File: src/rtl/adc_serial_capture_if.sv
// ---------------------------------------------------------------------------
// adc_serial_capture_if
//
// Purpose : groups the converter-side serial link and the sample-side outputs
//           of adc_serial_capture into one bundle.
//
// Signals :
//   en        run request (high = back-to-back conversions)
//   adc_do    serial data from the ADC0831-style converter
//   adc_cs_n  converter chip select, active low
//   adc_sclk  converter serial clock, idle low
//   adc       4-bit quantized sample, held between updates
//   valid     one-cycle pulse when adc takes a new value
//   busy      high while adc_cs_n is low
//   err       sticky null-bit error flag
//
// Modports:
//   master    the capture block (drives the converter link and the results)
//   slave     the environment (drives en and adc_do, observes the rest)
// ---------------------------------------------------------------------------
interface adc_serial_capture_if;

  logic       en;
  logic       adc_do;
  logic       adc_cs_n;
  logic       adc_sclk;
  logic [3:0] adc;
  logic       valid;
  logic       busy;
  logic       err;

  modport master (
    input  en,
    input  adc_do,
    output adc_cs_n,
    output adc_sclk,
    output adc,
    output valid,
    output busy,
    output err
  );

  modport slave (
    output en,
    output adc_do,
    input  adc_cs_n,
    input  adc_sclk,
    input  adc,
    input  valid,
    input  busy,
    input  err
  );

endinterface

File: src/rtl/adc_serial_capture.sv
// ---------------------------------------------------------------------------
// adc_serial_capture
//
// Purpose : drives an ADC0831-style 8-bit serial converter, captures each
//           conversion MSB first and reduces it to a rounded, saturated
//           4-bit value for a downstream 7-segment decoder.
//
// A conversion is: SETUP (one SCLK period, data ignored), NULLBIT (one SCLK
// period, the bit must read 0), SHIFT (eight SCLK periods, MSB first), then a
// single DONE cycle that publishes the result, then SAMPLE_GAP idle cycles.
// Chip select is low for exactly 10 SCLK periods = 20*CLK_DIV clocks.
//
// Parameters:
//   CLK_DIV     clk cycles per SCLK half-period (2..255)
//   SAMPLE_GAP  idle clk cycles between conversions (1..65535)
//
// Ports:
//   clk         system clock, rising edge
//   rst_n       asynchronous active-low reset
//   bus         adc_serial_capture_if.master (en, adc_do in;
//               adc_cs_n, adc_sclk, adc, valid, busy, err out)
// ---------------------------------------------------------------------------
module adc_serial_capture #(
  parameter int unsigned CLK_DIV    = 25,
  parameter int unsigned SAMPLE_GAP = 1000
) (
  input  logic                        clk,
  input  logic                        rst_n,
  adc_serial_capture_if.master        bus
);

  localparam logic [7:0]  DIV_LAST = 8'(CLK_DIV - 1);
  localparam logic [15:0] GAP_LAST = 16'(SAMPLE_GAP - 1);

  typedef enum logic [2:0] {
    ST_IDLE    = 3'd0,
    ST_SETUP   = 3'd1,
    ST_NULLBIT = 3'd2,
    ST_SHIFT   = 3'd3,
    ST_DONE    = 3'd4,
    ST_GAP     = 3'd5
  } state_t;

  state_t      state_r;
  state_t      state_s;

  logic [7:0]  div_r;
  logic [15:0] gap_r;
  logic [2:0]  bit_r;
  logic [7:0]  shift_r;
  logic        sclk_r;
  logic        cs_n_r;
  logic        busy_r;
  logic        valid_r;
  logic        err_r;
  logic [3:0]  adc_r;

  logic        active_s;
  logic        active_next_s;
  logic        tick_s;
  logic        rise_s;
  logic        fall_s;
  logic        enter_setup_s;

  // Round to nearest and saturate: min((s + 8) >> 4, 15) in 9 bits.
  // Bit 8 of the sum is only set for s >= 0xF8, where the true result is 16.
  function automatic logic [3:0] quantize(input logic [7:0] s);
    logic [8:0] sum;
    sum = {1'b0, s} + 9'd8;
    if (sum[8]) begin
      quantize = 4'hF;
    end else begin
      quantize = sum[7:4];
    end
  endfunction

  // Divider/SCLK activity decode and tick qualification.
  always_comb begin
    active_s      = 1'b0;
    active_next_s = 1'b0;
    tick_s        = 1'b0;
    rise_s        = 1'b0;
    fall_s        = 1'b0;
    enter_setup_s = 1'b0;

    active_s      = (state_r == ST_SETUP) || (state_r == ST_NULLBIT) ||
                    (state_r == ST_SHIFT);
    active_next_s = (state_s == ST_SETUP) || (state_s == ST_NULLBIT) ||
                    (state_s == ST_SHIFT);
    tick_s        = active_s && (div_r == DIV_LAST);
    // sclk_r is the level before the toggle: low means this tick is the
    // 0->1 edge where adc_do is sampled.
    rise_s        = tick_s && !sclk_r;
    fall_s        = tick_s && sclk_r;
    enter_setup_s = (state_s == ST_SETUP) && (state_r != ST_SETUP);
  end

  // FSM state register.
  always_ff @(posedge clk or negedge rst_n) begin
    if (!rst_n) begin
      state_r <= ST_IDLE;
    end else begin
      state_r <= state_s;
    end
  end

  // FSM next-state logic; each phase ends on a falling SCLK tick so SCLK
  // is always back low when the phase changes.
  always_comb begin
    state_s = state_r;
    case (state_r)
      ST_IDLE: begin
        if (bus.en) begin
          state_s = ST_SETUP;
        end else begin
          state_s = ST_IDLE;
        end
      end
      ST_SETUP: begin
        if (fall_s) begin
          state_s = ST_NULLBIT;
        end else begin
          state_s = ST_SETUP;
        end
      end
      ST_NULLBIT: begin
        if (fall_s) begin
          state_s = ST_SHIFT;
        end else begin
          state_s = ST_NULLBIT;
        end
      end
      ST_SHIFT: begin
        if (fall_s && (bit_r == 3'd7)) begin
          state_s = ST_DONE;
        end else begin
          state_s = ST_SHIFT;
        end
      end
      ST_DONE: begin
        state_s = ST_GAP;
      end
      ST_GAP: begin
        if (gap_r == GAP_LAST) begin
          state_s = ST_IDLE;
        end else begin
          state_s = ST_GAP;
        end
      end
      default: begin
        state_s = ST_IDLE;
      end
    endcase
  end

  // SCLK half-period divider; runs only while the converter is selected.
  always_ff @(posedge clk or negedge rst_n) begin
    if (!rst_n) begin
      div_r <= 8'd0;
    end else if (enter_setup_s || !active_s || tick_s) begin
      div_r <= 8'd0;
    end else begin
      div_r <= div_r + 8'd1;
    end
  end

  // SCLK generator: toggles on every divider tick, forced low otherwise.
  always_ff @(posedge clk or negedge rst_n) begin
    if (!rst_n) begin
      sclk_r <= 1'b0;
    end else if (tick_s) begin
      sclk_r <= ~sclk_r;
    end else if (!active_s) begin
      sclk_r <= 1'b0;
    end else begin
      sclk_r <= sclk_r;
    end
  end

  // Data-bit counter: advances on each falling SCLK in SHIFT, wraps to 0
  // after the eighth bit.
  always_ff @(posedge clk or negedge rst_n) begin
    if (!rst_n) begin
      bit_r <= 3'd0;
    end else if (state_r != ST_SHIFT) begin
      bit_r <= 3'd0;
    end else if (fall_s) begin
      bit_r <= bit_r + 3'd1;
    end else begin
      bit_r <= bit_r;
    end
  end

  // MSB-first shift register loaded on rising SCLK in SHIFT.
  always_ff @(posedge clk or negedge rst_n) begin
    if (!rst_n) begin
      shift_r <= 8'd0;
    end else if ((state_r == ST_SHIFT) && rise_s) begin
      shift_r <= {shift_r[6:0], bus.adc_do};
    end else begin
      shift_r <= shift_r;
    end
  end

  // Sticky error: the null bit sampled on its rising SCLK must be 0.
  always_ff @(posedge clk or negedge rst_n) begin
    if (!rst_n) begin
      err_r <= 1'b0;
    end else if ((state_r == ST_NULLBIT) && rise_s && bus.adc_do) begin
      err_r <= 1'b1;
    end else begin
      err_r <= err_r;
    end
  end

  // Inter-conversion gap counter; counts 0..SAMPLE_GAP-1 while in GAP.
  always_ff @(posedge clk or negedge rst_n) begin
    if (!rst_n) begin
      gap_r <= 16'd0;
    end else if ((state_r == ST_GAP) && (state_s == ST_GAP)) begin
      gap_r <= gap_r + 16'd1;
    end else begin
      gap_r <= 16'd0;
    end
  end

  // Registered outputs, decoded from the next state so they line up with
  // the state register cycle for cycle.
  always_ff @(posedge clk or negedge rst_n) begin
    if (!rst_n) begin
      cs_n_r  <= 1'b1;
      busy_r  <= 1'b0;
      valid_r <= 1'b0;
      adc_r   <= 4'd0;
    end else begin
      cs_n_r  <= ~active_next_s;
      busy_r  <= active_next_s;
      valid_r <= (state_s == ST_DONE);
      if (state_s == ST_DONE) begin
        adc_r <= quantize(shift_r);
      end else begin
        adc_r <= adc_r;
      end
    end
  end

  assign bus.adc_cs_n = cs_n_r;
  assign bus.adc_sclk = sclk_r;
  assign bus.adc      = adc_r;
  assign bus.valid    = valid_r;
  assign bus.busy     = busy_r;
  assign bus.err      = err_r;

endmodule

File: src/flat_wrapper.sv
// flat-port wrapper written by rule: the top's interface ports become plain ports
module adc_serial_capture_flat 
#(
  parameter int unsigned CLK_DIV    = 25,
  parameter int unsigned SAMPLE_GAP = 1000
)
  (clk, rst_n, bus_en, bus_adc_do, bus_adc_cs_n, bus_adc_sclk, bus_adc, bus_valid, bus_busy, bus_err);
  adc_serial_capture_if bus_i ();
  input  logic clk;
  input  logic rst_n;
  input wire logic [$bits(bus_i.en)-1:0] bus_en;
  input wire logic [$bits(bus_i.adc_do)-1:0] bus_adc_do;
  output wire logic [$bits(bus_i.adc_cs_n)-1:0] bus_adc_cs_n;
  output wire logic [$bits(bus_i.adc_sclk)-1:0] bus_adc_sclk;
  output wire logic [$bits(bus_i.adc)-1:0] bus_adc;
  output wire logic [$bits(bus_i.valid)-1:0] bus_valid;
  output wire logic [$bits(bus_i.busy)-1:0] bus_busy;
  output wire logic [$bits(bus_i.err)-1:0] bus_err;
  assign bus_i.en = bus_en;
  assign bus_i.adc_do = bus_adc_do;
  assign bus_adc_cs_n = bus_i.adc_cs_n;
  assign bus_adc_sclk = bus_i.adc_sclk;
  assign bus_adc = bus_i.adc;
  assign bus_valid = bus_i.valid;
  assign bus_busy = bus_i.busy;
  assign bus_err = bus_i.err;
  adc_serial_capture #(.CLK_DIV(CLK_DIV), .SAMPLE_GAP(SAMPLE_GAP)) u_core (.clk(clk), .rst_n(rst_n), .bus(bus_i));
endmodule
File: config.mk
export PLATFORM = sky130hd
export DESIGN_NAME = adc_serial_capture_flat
export DESIGN_NICKNAME = d
export VERILOG_FILES = /design/src/rtl/adc_serial_capture_if.sv /design/src/rtl/adc_serial_capture.sv /design/src/flat_wrapper.sv
export SDC_FILE = /design/constraint.sdc
export NUM_CORES = 1
export LEC_CHECK = 0
export ABC_CLOCK_PERIOD_IN_PS = 2440
export CAP_MARGIN = 20
export CORE_MARGIN = 1
export CORE_UTILIZATION = 26
export CTS_CLUSTER_SIZE = 10
export DETAILED_ROUTE_END_ITERATION = 16
export GPL_TIMING_DRIVEN = 1
export PLACE_DENSITY = 0.4
export SLEW_MARGIN = 20
export SYNTH_ARGS = -nofsm -noshare
export SYNTH_HDL_FRONTEND = slang
export SYNTH_SLANG_ARGS = --single-unit
File: constraint.sdc
create_clock -name clk -period 2.44 [get_ports clk]
set_input_delay 0.366 -clock clk [delete_from_list [all_inputs] [get_ports clk]]
set_output_delay 0.366 -clock clk [all_outputs]
set_load 0.02 [all_outputs]
==> flow_summary.ini <==
[run_status]
status = finished, final reports clean

[die]
rows = 33
die_h_um = 95.36
design.core.area_mm2 = 0.008341
die_w_um = 95.36
initial_core_util_pct = 27.17
dieArea_mm2 = 0.009093
ioPinCount = 13

[clock_tree]
cts-htree-levels = 2
path_clk_slew_ps = 80
cts.sinks = 47
tritoncts = built
cts_buffer_depth = 2
clkLatencyLatePin_ps = 290
cts_root_buf = clkbuf_8
postCtsSetupBuffers = 0
ctsResizeCount = 0
cts_buffers = 5
holdBufCountCts = 0

[placement]
dp_slack_ps = 426.2
gp_congestion = 0.6995
place_hpwl_um = 3010
portBuffers = 12

[sta]
setup_tns_ps = 0
setup_ws_ps = 430.8
setup_viol = 0
fmax_ghz = 0.4977
worstMarginPinSlew_ps = 594.1
finalClockSkew_ps = 6.264
fin_crit_ps = 2009
slew_headroom_pct = 60.39
hold_viol_final = 0
rsz0062_at_grt = false
fin_crit_sh_pct = 82.34
slew_viol_final = 0

[yosys]
synth-seq-cells = 47
ys.flop_type = dfrtp_1
synth.cell_area_mm2 = 0.002266
synth_nets = 227
synth_top_area_cell = dfrtp_1
synth-edff-count = 0
syn_inst = 217
seq_area_frac_synth_pct = 51.96
synthTopCellsByArea = dfrtp_1 51%, nor2_1 6.6%, xnor2_1 6.6%
synthArstFlopShare_pct = 100.0
syn_area_per_cell_um2 = 10.44
synth_top_area_share_pct = 50.80
yosysWarningCount = 0
synth_cell_types = 40
yosysMostFrequentCell = dfrtp_1
synth_common_cells = 46 x dfrtp_1, 40 x nor2_1, 17 x xnor2_1

[power]
p_sw_share_pct = 21.12
ir_worst_vdd_uv = 206.3
power_frac_clock_pct = 37.3
total_power_mw = 1.276
pwr-share-comb_pct = 1.6
p_leak_nw = 1.091
internal_power_mw = 1.007
p_switching_uw = 269.5
p_per_area_mw_per_mm2 = 488.8
power_frac_seq_pct = 61.1

[critical_path]
critical_path_class = flip-flop to flip-flop
crit_fanout = 5
end_kind = flip-flop
critPathLaunchType = flip-flop
arrival_ps = 2190
cp_data_required_time_ps = 2630

[grt]
grt_pass1_vias = 1455
grt_usage_pct = 10.51
grt_max_degree = 48
antenna_found_initial = 0
grt_pass1_wl_um = 7231
grt_overflow_total = 0

[finish]
n_antenna_cell = 0
regArea_mm2 = 0.001177
multi_input_area_mm2 = 0.001028
fill_cells = 890
num-nets-final = 245
area_growth_pct = 15.24
final_layout_size_suffix_gt1_share_pct = 11.49

[routing]
via_count = 1570
firstDrtPassIters = 4
drcViolationCount = 0
drt_iter0_drc = 48
viasPerCell = 4.618
antenna_left = 0
wl_um = 4325
wl_per_cell_um = 12.72

[run]
drv_cap = 0

[hold_path]
worstHoldPathType = primary input to asynchronous set/reset pin
-- cell usage in the layout (no fill, tap or decap), types with 3 or more instances in the layout --
master           count
mux2i_1              3
buf_4                5
nor2_1              40
xor2_1               7
o21ai_0              3
dfrtp_1             46
ha_1                 6
nand2_1             11
nor3_1               9
nand3_1             12
clkbuf_8             6
clkdlybuf4s50_1     11
mux2_2               9
nand4_1              6
nor4_1               4
inv_1                9
xnor2_1             17
-- per-stage QoR --
stage          util, %  cell area, um^2  instances  hold WS [ps]
3_3_place_gp     30.26             2524        333         475.2
4_1_cts          31.31             2611        340         190.3
6_report         31.31             2611        340         158.8
3_5_place_dp     30.26             2524        333         481.7
2_1_floorplan        -             2266        217         70.41
5_1_grt          31.31             2611        340         218.3
-- layout make-up --
cell class	instances	share of cell area, %
Timing Repair Buffer	17	5.846
Multi-Input combinational cell	155	39.39
Clock buffer	6	3.162
Tap cell	105	5.031
Sequential cell	47	45.09
Clock inverter	1	0.1917
Inverter	9	1.294
-- sequential cells by signal, indices dropped and copies added, names as in the netlist --
signal / flops
u_core.bus.adc: 4
u_core.div_r: 8
u_core.bus.adc_cs_n: 1
u_core.bus.adc_sclk: 1
u_core.bus.valid: 1
u_core.shift_r: 8
u_core.state_r: 3
u_core.bus.busy: 1
u_core.bit_r: 3
u_core.gap_r: 16
u_core.bus.err: 1
-- layer usage --
layer	routed length [um]	GRT usage [%]	vias up	share of wire [%]
li1	-	-	786	-
met1	2222	14.29	755	51
met2	1905	16.25	23	44
met3	125	2.632	6	2.9
met4	73	3.409	0	1.7
met5	0	0	-	0
-- worst paths after layout --
| check | startpoint | endpoint | slack, ps | cells past startpoint |
|---|---|---|---|---|
| max | u_core.div_r[0] | u_core.bus.adc[2] | 430 | 5 |
| min | rst_n | u_core.bus.adc[1] | 160 | 2 |
| max reg2reg | u_core.div_r[0] | u_core.bus.adc[2] | 430 | 5 |
| min reg2reg | u_core.div_r[0] | u_core.div_r[0] | 490 | 1 |
| max in group asynchronous | rst_n | u_core.div_r[7] | 1880 | 2 |
| min in group clk | u_core.div_r[0] | u_core.div_r[0] | 490 | 1 |
-- critical path, cell delays in order, from the launching register on --
cell and delay (ps):
dfrtp_1 410, inv_1 70, ha_1 150, or4b_4 510, nor4_4 390, mux2_2 370
-- power by group through the flow --
| stage | clock network, mW | logic (mW) | registers, mW |
|---|---|---|---|
| 6_report | 0.476 | 0.0209 | 0.779 |
| 5_1_grt | 0.529 | 0.0255 | 0.780 |
| 4_1_cts | 0.501 | 0.0232 | 0.779 |
| 3_5_place_dp | 0 | 0.0231 | 0.795 |
| 3_3_place_gp | 0 | 0.0233 | 0.795 |
| 2_1_floorplan | 0 | 0.000781 | 0.795 |
-- cells by family after synthesis --
| group | share of synthesized area [%] |
|---|---|
| flops | 51.96 |
| compound gates | 4.915 |
| mux | 5.798 |
| simple gates | 22.09 |
| buf+inv | 2.650 |
| xor+xnor | 9.277 |
| fa+ha+maj | 3.313 |
No activity file was read; power rests on OpenSTA's default activity.
